### config.mk
export PLATFORM = sky130hd
export DESIGN_NAME = sipo_deframer
export DESIGN_NICKNAME = d
export VERILOG_FILES = /design/src/rtl/sipo_pkg.sv /design/src/rtl/sipo_hold_reg.sv /design/src/rtl/sipo_deframer.sv
export SDC_FILE = /design/constraint.sdc
export NUM_CORES = 1
export LEC_CHECK = 0
export CAP_MARGIN = 40
export CORE_ASPECT_RATIO = 1.4
export CORE_MARGIN = 8
export CORE_UTILIZATION = 50
export DETAILED_ROUTE_END_ITERATION = 10
export PLACE_DENSITY = 0.86
export SLEW_MARGIN = 20
export SYNTH_ARGS = -nofsm -noshare
export SYNTH_HDL_FRONTEND = slang
export SYNTH_SLANG_ARGS = --single-unit
### constraint.sdc
create_clock -name clk -period 3.72 [get_ports clk]
set_input_delay 0.558 -clock clk [delete_from_list [all_inputs] [get_ports clk]]
set_output_delay 0.558 -clock clk [all_outputs]
set_load 0.05 [all_outputs]
### src/rtl/sipo_pkg.sv
// Shared types and sizing helpers for the SIPO deframer.
package sipo_pkg;

    typedef enum logic [0:0] {
        HUNT     = 1'b0,
        ASSEMBLE = 1'b1
    } state_e;

    // Bit counter must be able to represent 0..N.
    function automatic int cnt_width(input int n);
        return $clog2(n + 1);
    endfunction

endpackage

### src/rtl/sipo_hold_reg.sv
// Single-entry valid/ready output register; flags a sticky overflow when a
// new word arrives while the held word is still unconsumed.
module sipo_hold_reg #(
    parameter int N = 8
) (
    input  logic         clk,
    input  logic         rst,
    input  logic         load_i,
    input  logic [N-1:0] data_i,
    input  logic         out_ready_i,
    input  logic         ovf_clr_i,
    output logic [N-1:0] data_o,
    output logic         valid_o,
    output logic         overflow_o
);

    logic [N-1:0] data_q, data_d;
    logic         valid_q, valid_d;
    logic         ovf_q, ovf_d;
    logic         space;

    always_comb begin
        // NOTE: every signal gets a default first so no path leaves it unassigned (no latch).
        space   = !valid_q || out_ready_i;
        data_d  = data_q;
        valid_d = valid_q && !out_ready_i;
        ovf_d   = ovf_q;
        if (load_i && space) begin
            data_d  = data_i;
            valid_d = 1'b1;
        end
        if (ovf_clr_i) begin
            ovf_d = 1'b0;
        end else if (load_i && !space) begin
            ovf_d = 1'b1;
        end
    end

    // NOTE: sequential state uses non-blocking assignments only.
    always_ff @(posedge clk or posedge rst) begin
        if (rst) begin
            data_q  <= '0;
            valid_q <= 1'b0;
            ovf_q   <= 1'b0;
        end else begin
            data_q  <= data_d;
            valid_q <= valid_d;
            ovf_q   <= ovf_d;
        end
    end

    assign data_o     = data_q;
    assign valid_o    = valid_q;
    assign overflow_o = ovf_q;

endmodule

### src/rtl/sipo_deframer.sv
// LSB-first serial-to-parallel receiver with sync-based framing, resync error
// pulse and a single-entry valid/ready output register.
module sipo_deframer
    import sipo_pkg::*;
#(
    parameter int N        = 8,
    parameter bit FREE_RUN = 1'b0
) (
    input  logic         clk,
    input  logic         rst,
    input  logic         sin,
    input  logic         sin_valid,
    input  logic         sin_sync,
    output logic [N-1:0] out_data,
    output logic         out_valid,
    input  logic         out_ready,
    output logic         overflow,
    input  logic         ovf_clr,
    output logic         frame_err
);

    localparam int            CW          = cnt_width(N);
    localparam state_e        RESET_STATE = FREE_RUN ? ASSEMBLE : HUNT;
    localparam logic [CW-1:0] LAST_CNT    = CW'(N - 1);

    state_e        state_q, state_d;
    logic [CW-1:0] cnt_q, cnt_d;
    logic [N-1:0]  sr_q, sr_d;
    logic          ferr_q, ferr_d;
    logic [N-1:0]  sr_shift;
    logic          complete;

    assign sr_shift = {sin, sr_q[N-1:1]};

    always_comb begin
        state_d  = state_q;
        cnt_d    = cnt_q;
        sr_d     = sr_q;
        ferr_d   = 1'b0;
        complete = 1'b0;
        if (sin_valid) begin
            // Sync always restarts the word and outranks completion.
            if (sin_sync) begin
                sr_d    = sr_shift;
                cnt_d   = CW'(1);
                state_d = ASSEMBLE;
                ferr_d  = (state_q == ASSEMBLE) && (cnt_q != '0);
            end else if (state_q == ASSEMBLE) begin
                sr_d = sr_shift;
                if (cnt_q == LAST_CNT) begin
                    cnt_d    = '0;
                    complete = 1'b1;
                end else begin
                    cnt_d = cnt_q + CW'(1);
                end
            end
        end
    end

    always_ff @(posedge clk or posedge rst) begin
        if (rst) begin
            state_q <= RESET_STATE;
            cnt_q   <= '0;
            sr_q    <= '0;
            ferr_q  <= 1'b0;
        end else begin
            state_q <= state_d;
            cnt_q   <= cnt_d;
            sr_q    <= sr_d;
            ferr_q  <= ferr_d;
        end
    end

    sipo_hold_reg #(.N(N)) u_hold (
        .clk        (clk),
        .rst        (rst),
        .load_i     (complete),
        .data_i     (sr_shift),
        .out_ready_i(out_ready),
        .ovf_clr_i  (ovf_clr),
        .data_o     (out_data),
        .valid_o    (out_valid),
        .overflow_o (overflow)
    );

    assign frame_err = ferr_q;

endmodule

==> results.ini, run 1 <==
[outcome]
run_status = complete, no violations

[place]
portbufs = 17
finalWeightedCongestion = 0.801
placed_cell_area_um2 = 1190
detailedPlacementHpwl_um = 1280

[clocking]
post_cts.repair.setup_buffers = 0
hold_buffers = 0
tritoncts_num_sinks = 23
cts_buffers = 3
root_buffer = sky130_fd_sc_hd__clkbuf_4
cts_max_path_buffers = 2
ctsResizeCount = 0
clkLatencyLatePin_ns = 0.31
clk_transition_reported_paths_ns = 0.11
h-tree-depth = 1
cts_tree = done

[pwr]
p_leak_nw = 0.569
power_per_cell_area_nw_per_um2 = 666
seq_power_share_pct = 45.0
comb_power_share_pct = 41.4
power_switching_share_pct = 37.8
max-vdd-ir-drop_mv = 0.327
internal_power_mw = 0.515
fin_total_pwr_mw = 0.827
clock_group_share_of_total_power_pct = 13.7
net-switching-power_mw = 0.312

[routing]
drtPass1Iterations = 4
drtAntennaViolNets = 0
route.final.wire_length_um = 1740
route.detailed.drc = 0
vias = 635
detail_route.wl_per_cell_um = 15.5
initial_detailed_routing_violation_count = 15
vias_per_inst = 5.67

[worst_setup_path]
critical_path.startpoint = sin_valid
worstSetupEndpointType = register
timing.critical_path.slowest_stage_cell = sky130_fd_sc_hd__clkdlybuf4s50_1
cell_chain_critical_path = clkdlybuf4s50_1, and3b_4, and3b_1, mux2_4
critPathRequiredTime_ns = 3.93
reg_to_reg_startpoint = cnt_q[0]
timing.setup.critical_path_class = primary input to register
critical_path.startpoint_type = primary input
reg2reg_slack_ns = 1.87
worst_path_largest_cell_delay_ns = 0.64
worstPathArrival_ns = 2.29
crit_path_max_fanout = 9

[floorplan]
dieArea_um2 = 3740
initial_core_util_pct = 52.0
floorplan.io_pins = 18
number_of_cell_rows = 19
core_um2 = 1950
chipHeight_um = 69.3
die_x_um = 54.1

[synth]
synth_commonest_cells = sky130_fd_sc_hd__dfrtp_1 (23), sky130_fd_sc_hd__mux2_4 (8), sky130_fd_sc_hd__mux2_2 (7)
synth_largest_area_cell = sky130_fd_sc_hd__dfrtp_1
synth_largest_type_area_fraction_pct = 56.8
syn_inst = 71
synth_flop_cell = sky130_fd_sc_hd__dfrtp_1
share_of_synthesized_area_occupied_by_flip_flops_and_latches_pct = 56.8
yosys-top-cells-area = sky130_fd_sc_hd__dfrtp_1 (57%), sky130_fd_sc_hd__mux2_4 (12%), sky130_fd_sc_hd__mux2_2 (7.8%)
total_standard_cell_area_after_synthesis_um2 = 1010
synthesis_stage_register_bit_count = 23
postSynthAreaPerCell_um2 = 14.3
netlist-cell-type-count = 25
yosys_warnings = 0
synth_enable_flop_cells = 0
synthesis.nets = 80
ys_async_rst_share_pct = 100
synthMostInstantiatedCell = sky130_fd_sc_hd__dfrtp_1

[cells_and_area]
antenna-diode-count = 0
area_growth_pct = 22.5
fraction_of_final_layout_cells_sized_beyond_drive_strength_1_pct = 28.6
final_util_pct = 63.7
fin_area_um2 = 1240
num-nets-final = 101

[sta]
max_slew_margin_pct = 65.9
report.final.setup_viol = 0
clock.fmax_mhz = 480
final.min_clock_period_ns = 2.08
final_worst_path_period_share_pct = 56.0
hold_violations = 0
timing_worst_slew_pin_value_ns = 0.510
totalNegativeSetupSlack_ns = 0
rsz0062_at_grt = no
final_max_slew_viol_count = 0
clock_skew_ns = 0.00463

[global_routing]
grt_remaining_overflow = 0
grt_pass1_vias = 652
grt_first_pass_wirelength_um = 3020
grt_max_degree = 24
grt.total_usage_pct = 10.4
antenna_violations_before_repair = 0

[job]
max-cap-violations = 0

[hold_path]
min_path_type = primary input to async pin

-- cell usage in the layout (no fill, tap or decap), types with 2 or more instances in the layout --
cell | Yosys | layout
sky130_fd_sc_hd__dfrtp_1 | 23 | 23
sky130_fd_sc_hd__clkdlybuf4s50_1 | 0 | 17
sky130_fd_sc_hd__mux2_4 | 8 | 8
sky130_fd_sc_hd__mux2_2 | 7 | 7
sky130_fd_sc_hd__inv_1 | 5 | 5
sky130_fd_sc_hd__nand2_1 | 3 | 3
sky130_fd_sc_hd__clkbuf_4 | 0 | 3
sky130_fd_sc_hd__a21o_2 | 2 | 2
sky130_fd_sc_hd__nor2_1 | 2 | 2
sky130_fd_sc_hd__a31oi_1 | 2 | 2
sky130_fd_sc_hd__ha_1 | 2 | 2
-- area by class of cell --
| class | count | area, µm² |
|---|---|---|
| clock buffers | 4 | 26.3 |
| fillers | 149 | 708 |
| inverters | 5 | 18.8 |
| multi-input cells | 41 | 397 |
| flip-flops and latches | 23 | 576 |
| well taps | 21 | 26.3 |
| repair buffers | 18 | 198 |
-- registers in the layout (all words and copies together) (netlist names) --
register and count:
cnt_q 4, state_q 1, sr_q 7, u_hold.data_o 8
u_hold.overflow_o 1, u_hold.valid_o 1, frame_err 1
-- cell families after synthesis --
family,count (synthesis),synth area share (%)
flops,23,56.8
mux,15,19.6
simple gates,13,8.40
compound gates,11,8.64
buf+inv,7,4.07
fa+ha+maj,2,2.47
-- stage by stage --
| step | hold WS (ns) | worst slack, ns | cells |
|---|---|---|---|
| global placement | 0.491 | 1.34 | 107 |
| floorplan | 0.476 | 2.14 | 71 |
| detailed placement | 0.497 | 1.29 | 107 |
| CTS | 0.529 | 1.63 | 111 |
| global route | 0.433 | 1.57 | 112 |
| finish | 0.426 | 1.64 | 112 |
-- critical path, delay by kind of cell --
kind | cells | cell delay (ns)
AND/OR/NAND/NOR | 2 | 0.74
buffers and inverters | 1 | 0.64
multiplexers | 1 | 0.34
-- power by group through the flow --
stage	Clock [mW]	Sequential [mW]	Combinational [mW]
after floorplan	0	0.494	0.114
after global placement	0	0.371	0.336
after detailed placement	0	0.377	0.342
after CTS	0.117	0.372	0.342
after global routing	0.129	0.385	0.361
final	0.113	0.372	0.342
-- final timing paths --
| kind | end | depth (start not counted) |
|---|---|---|
| max | u_hold.data_o[5] | 4 |
| min in group clk | u_hold.overflow_o | 2 |
| min | u_hold.data_o[5] | 2 |
| max reg2reg | u_hold.data_o[5] | 4 |
| max in group asynchronous | sr_q[4] | 3 |
| min reg2reg | u_hold.overflow_o | 2 |
-- metal layers --
layer	share of wire [%]	up-vias	GRT usage (%)
met5	0	-	0
met4	3.1	0	6.59
met3	6.9	5	1.72
met2	48	26	14.4
met1	42	312	14.3
li1	-	292	-
Note: power is estimated with default switching activity, not from simulation.
==> run 2, diff against run 1 <==
==> constraint.sdc (replaced) <==
create_clock -name clk -period 1.98 [get_ports clk]
set_input_delay 0.297 -clock clk [delete_from_list [all_inputs] [get_ports clk]]
set_output_delay 0.297 -clock clk [all_outputs]
set_load 0.05 [all_outputs]
==> run 2 against run 1 <==
Global-route usage shrank 0.14 points. Final cell count grew 2.7%. Total power grew 87%. Setup slack lost 1.5 ns. Critical path type is now register to primary output. Utilization grew 0.83 points. Combinational power grew 89%. Count of clock-buffer cells in the layout shrank 1. Clock skew grew 0.00094 ns. Die area is the same. Largest cell class unchanged. Highest routed layer unchanged. First-iteration DRC count grew 47%.
==> results.ini, run 2 (same netlist as run 1, synthesis figures left out) <==
[cells_and_area]
multi_input_gate_area_um2 = 397
max_reg_flops = 8
area_growth_pct = 24.1
combined_flip_flop_and_latch_cell_area_um2 = 576
final_common_cell = sky130_fd_sc_hd__dfrtp_1
num-nets-final = 104
fraction_of_final_layout_cells_sized_beyond_drive_strength_1_pct = 31.9
layout.filler_cells = 159
antenna-diode-count = 0
layout.cells.most_common_list = sky130_fd_sc_hd__dfrtp_1 (23), sky130_fd_sc_hd__clkdlybuf4s50_1 (17), sky130_fd_sc_hd__mux2_4 (8)
fin_area_um2 = 1260

[sta]
max_slew_margin_pct = 65.6
hold_violations = 0
clock_skew_ns = 0.00556
totalNegativeSetupSlack_ns = 0
clock.fmax_mhz = 556
report.final.setup_viol = 0
final_worst_path_period_share_pct = 90.8
final.min_clock_period_ns = 1.80
timing_worst_slew_pin_value_ns = 0.514
rsz0062_at_grt = no
fin_ws_ns = 0.182
final_max_slew_viol_count = 0

[place]
detailedPlacementHpwl_um = 1410
finalWeightedCongestion = 0.765
placed_cell_area_um2 = 1230
portbufs = 17
dpl_worst_slack_ns = 0.139

[clocking]
cts_buffers = 3
clk_transition_reported_paths_ns = 0.12
ctsResizeCount = 0
root_buffer = sky130_fd_sc_hd__clkbuf_4
clkLatencyLatePin_ns = 0.30
tritoncts_num_sinks = 23
hold_buffers = 0
cts_max_path_buffers = 2
post_cts.repair.setup_buffers = 0
h-tree-depth = 1
cts_tree = done

[global_routing]
grt_pass1_vias = 658
grt_first_pass_wirelength_um = 2980
antenna_violations_before_repair = 0
grt.total_usage_pct = 10.3
grt_max_degree = 24
grt_remaining_overflow = 0

[outcome]
run_status = complete, no violations

[floorplan]
floorplan.io_pins = 18
number_of_cell_rows = 19
dieArea_um2 = 3740
core_um2 = 1950
chipHeight_um = 69.3
die_x_um = 54.1
initial_core_util_pct = 52.0

[worst_setup_path]
worst_path_largest_cell_delay_ns = 0.81
timing.setup.critical_path_class = register to primary output
cpLargestDelayFamily = buffers and inverters
critPathRequiredTime_ns = 1.68
worstPathArrival_ns = 1.50
timing.critical_path.slowest_stage_cell = sky130_fd_sc_hd__clkdlybuf4s50_1
worstSetupEndpointType = primary output
cp.buffers_inverters = 1
critical_path.startpoint_type = register
cell_chain_critical_path = clkdlybuf4s50_1
crit_path_max_fanout = 2

[hold_path]
min_path_type = primary input to async pin

[pwr]
power_switching_share_pct = 37.8
seq_power_share_pct = 44.8
net-switching-power_mw = 0.587
clock_group_share_of_total_power_pct = 13.4
internal_power_mw = 0.963
max-vdd-ir-drop_mv = 0.798
p_leak_nw = 0.581
comb_power_share_pct = 41.8
power_per_cell_area_nw_per_um2 = 1230

[routing]
route.detailed.drc = 0
initial_detailed_routing_violation_count = 22
vias_per_inst = 5.28
route.final.wire_length_um = 1730
drtPass1Iterations = 4
vias = 607
detail_route.wl_per_cell_um = 15.1
drtAntennaViolNets = 0

[job]
max-cap-violations = 0

## run 2: cell types whose count changed in the layout (fill, tap and decap cells not counted), sizes merged
| cell | change |
|---|---|
| buf | +3 |
| clkbuf | -1 |
| clkinv | +1 |
## run 2: power groups by stage
stage | registers (mW) | clock network (mW) | logic, mW
after global placement | 0.698 | 0 | 0.636
after detailed placement | 0.712 | 0 | 0.656
after CTS | 0.701 | 0.214 | 0.657
after global routing | 0.718 | 0.242 | 0.680
after floorplan | 0.928 | 0 | 0.214
final | 0.695 | 0.208 | 0.647
## run 2: worst min-delay path, cell delays in order
cell and delay (ns):
sky130_fd_sc_hd__clkdlybuf4s50_1 0.39, sky130_fd_sc_hd__inv_1 0.05, sky130_fd_sc_hd__buf_4 0.28
## run 2: per-layer routing
metal	up-vias	track usage [%]	routed length (µm)
met3	4	2.58	103
met2	14	15.9	857
met1	288	12.5	737
met5	-	0	0
met4	0	4.95	33
li1	301	-	-
## run 2: worst paths after layout
kind	start	endpoint	slack, ns	depth (start not counted)
min in group clk	ovf_clr	u_hold.overflow_o	0.51	2
hold / removal	rst	u_hold.data_o[5]	0.30	3
hold reg to reg	u_hold.overflow_o	u_hold.overflow_o	0.52	2
max in group asynchronous	rst	u_hold.data_o[0]	1.45	3
setup / recovery	u_hold.data_o[7]	out_data[7]	0.18	1
setup reg to reg	cnt_q[0]	u_hold.data_o[0]	0.28	5
## run 2: metrics by stage
step                power [mW]  util, %  instances  hold slack, ns
CTS                       1.57     64.5        115           0.310
floorplan                 1.14        -         71           0.299
finish                    1.55     64.5        115           0.304
global route              1.64     64.5        115           0.365
global placement          1.33     63.1        111           0.491
detailed placement        1.37     63.1        111           0.501
## run 2: layout make-up
type | instances | share of cell area [%]
Timing Repair Buffer | 21 | 16.9
Multi-Input combinational cell | 41 | 31.5
Tap cell | 21 | 2.09
Sequential cell | 23 | 45.8
Clock inverter | 1 | 0.398
Inverter | 5 | 1.49
Clock buffer | 3 | 1.79
==> run 3, diff against run 2 <==
--- a/config.mk
+++ b/config.mk
@@ -9,6 +9,7 @@
 export CORE_ASPECT_RATIO = 1.4
 export CORE_MARGIN = 8
 export CORE_UTILIZATION = 50
+export CTS_CLUSTER_SIZE = 12
 export DETAILED_ROUTE_END_ITERATION = 10
 export PLACE_DENSITY = 0.86
 export SLEW_MARGIN = 20
==> results of run 3 <==
Final layout, timing and power as in run 2 (identical DEF).
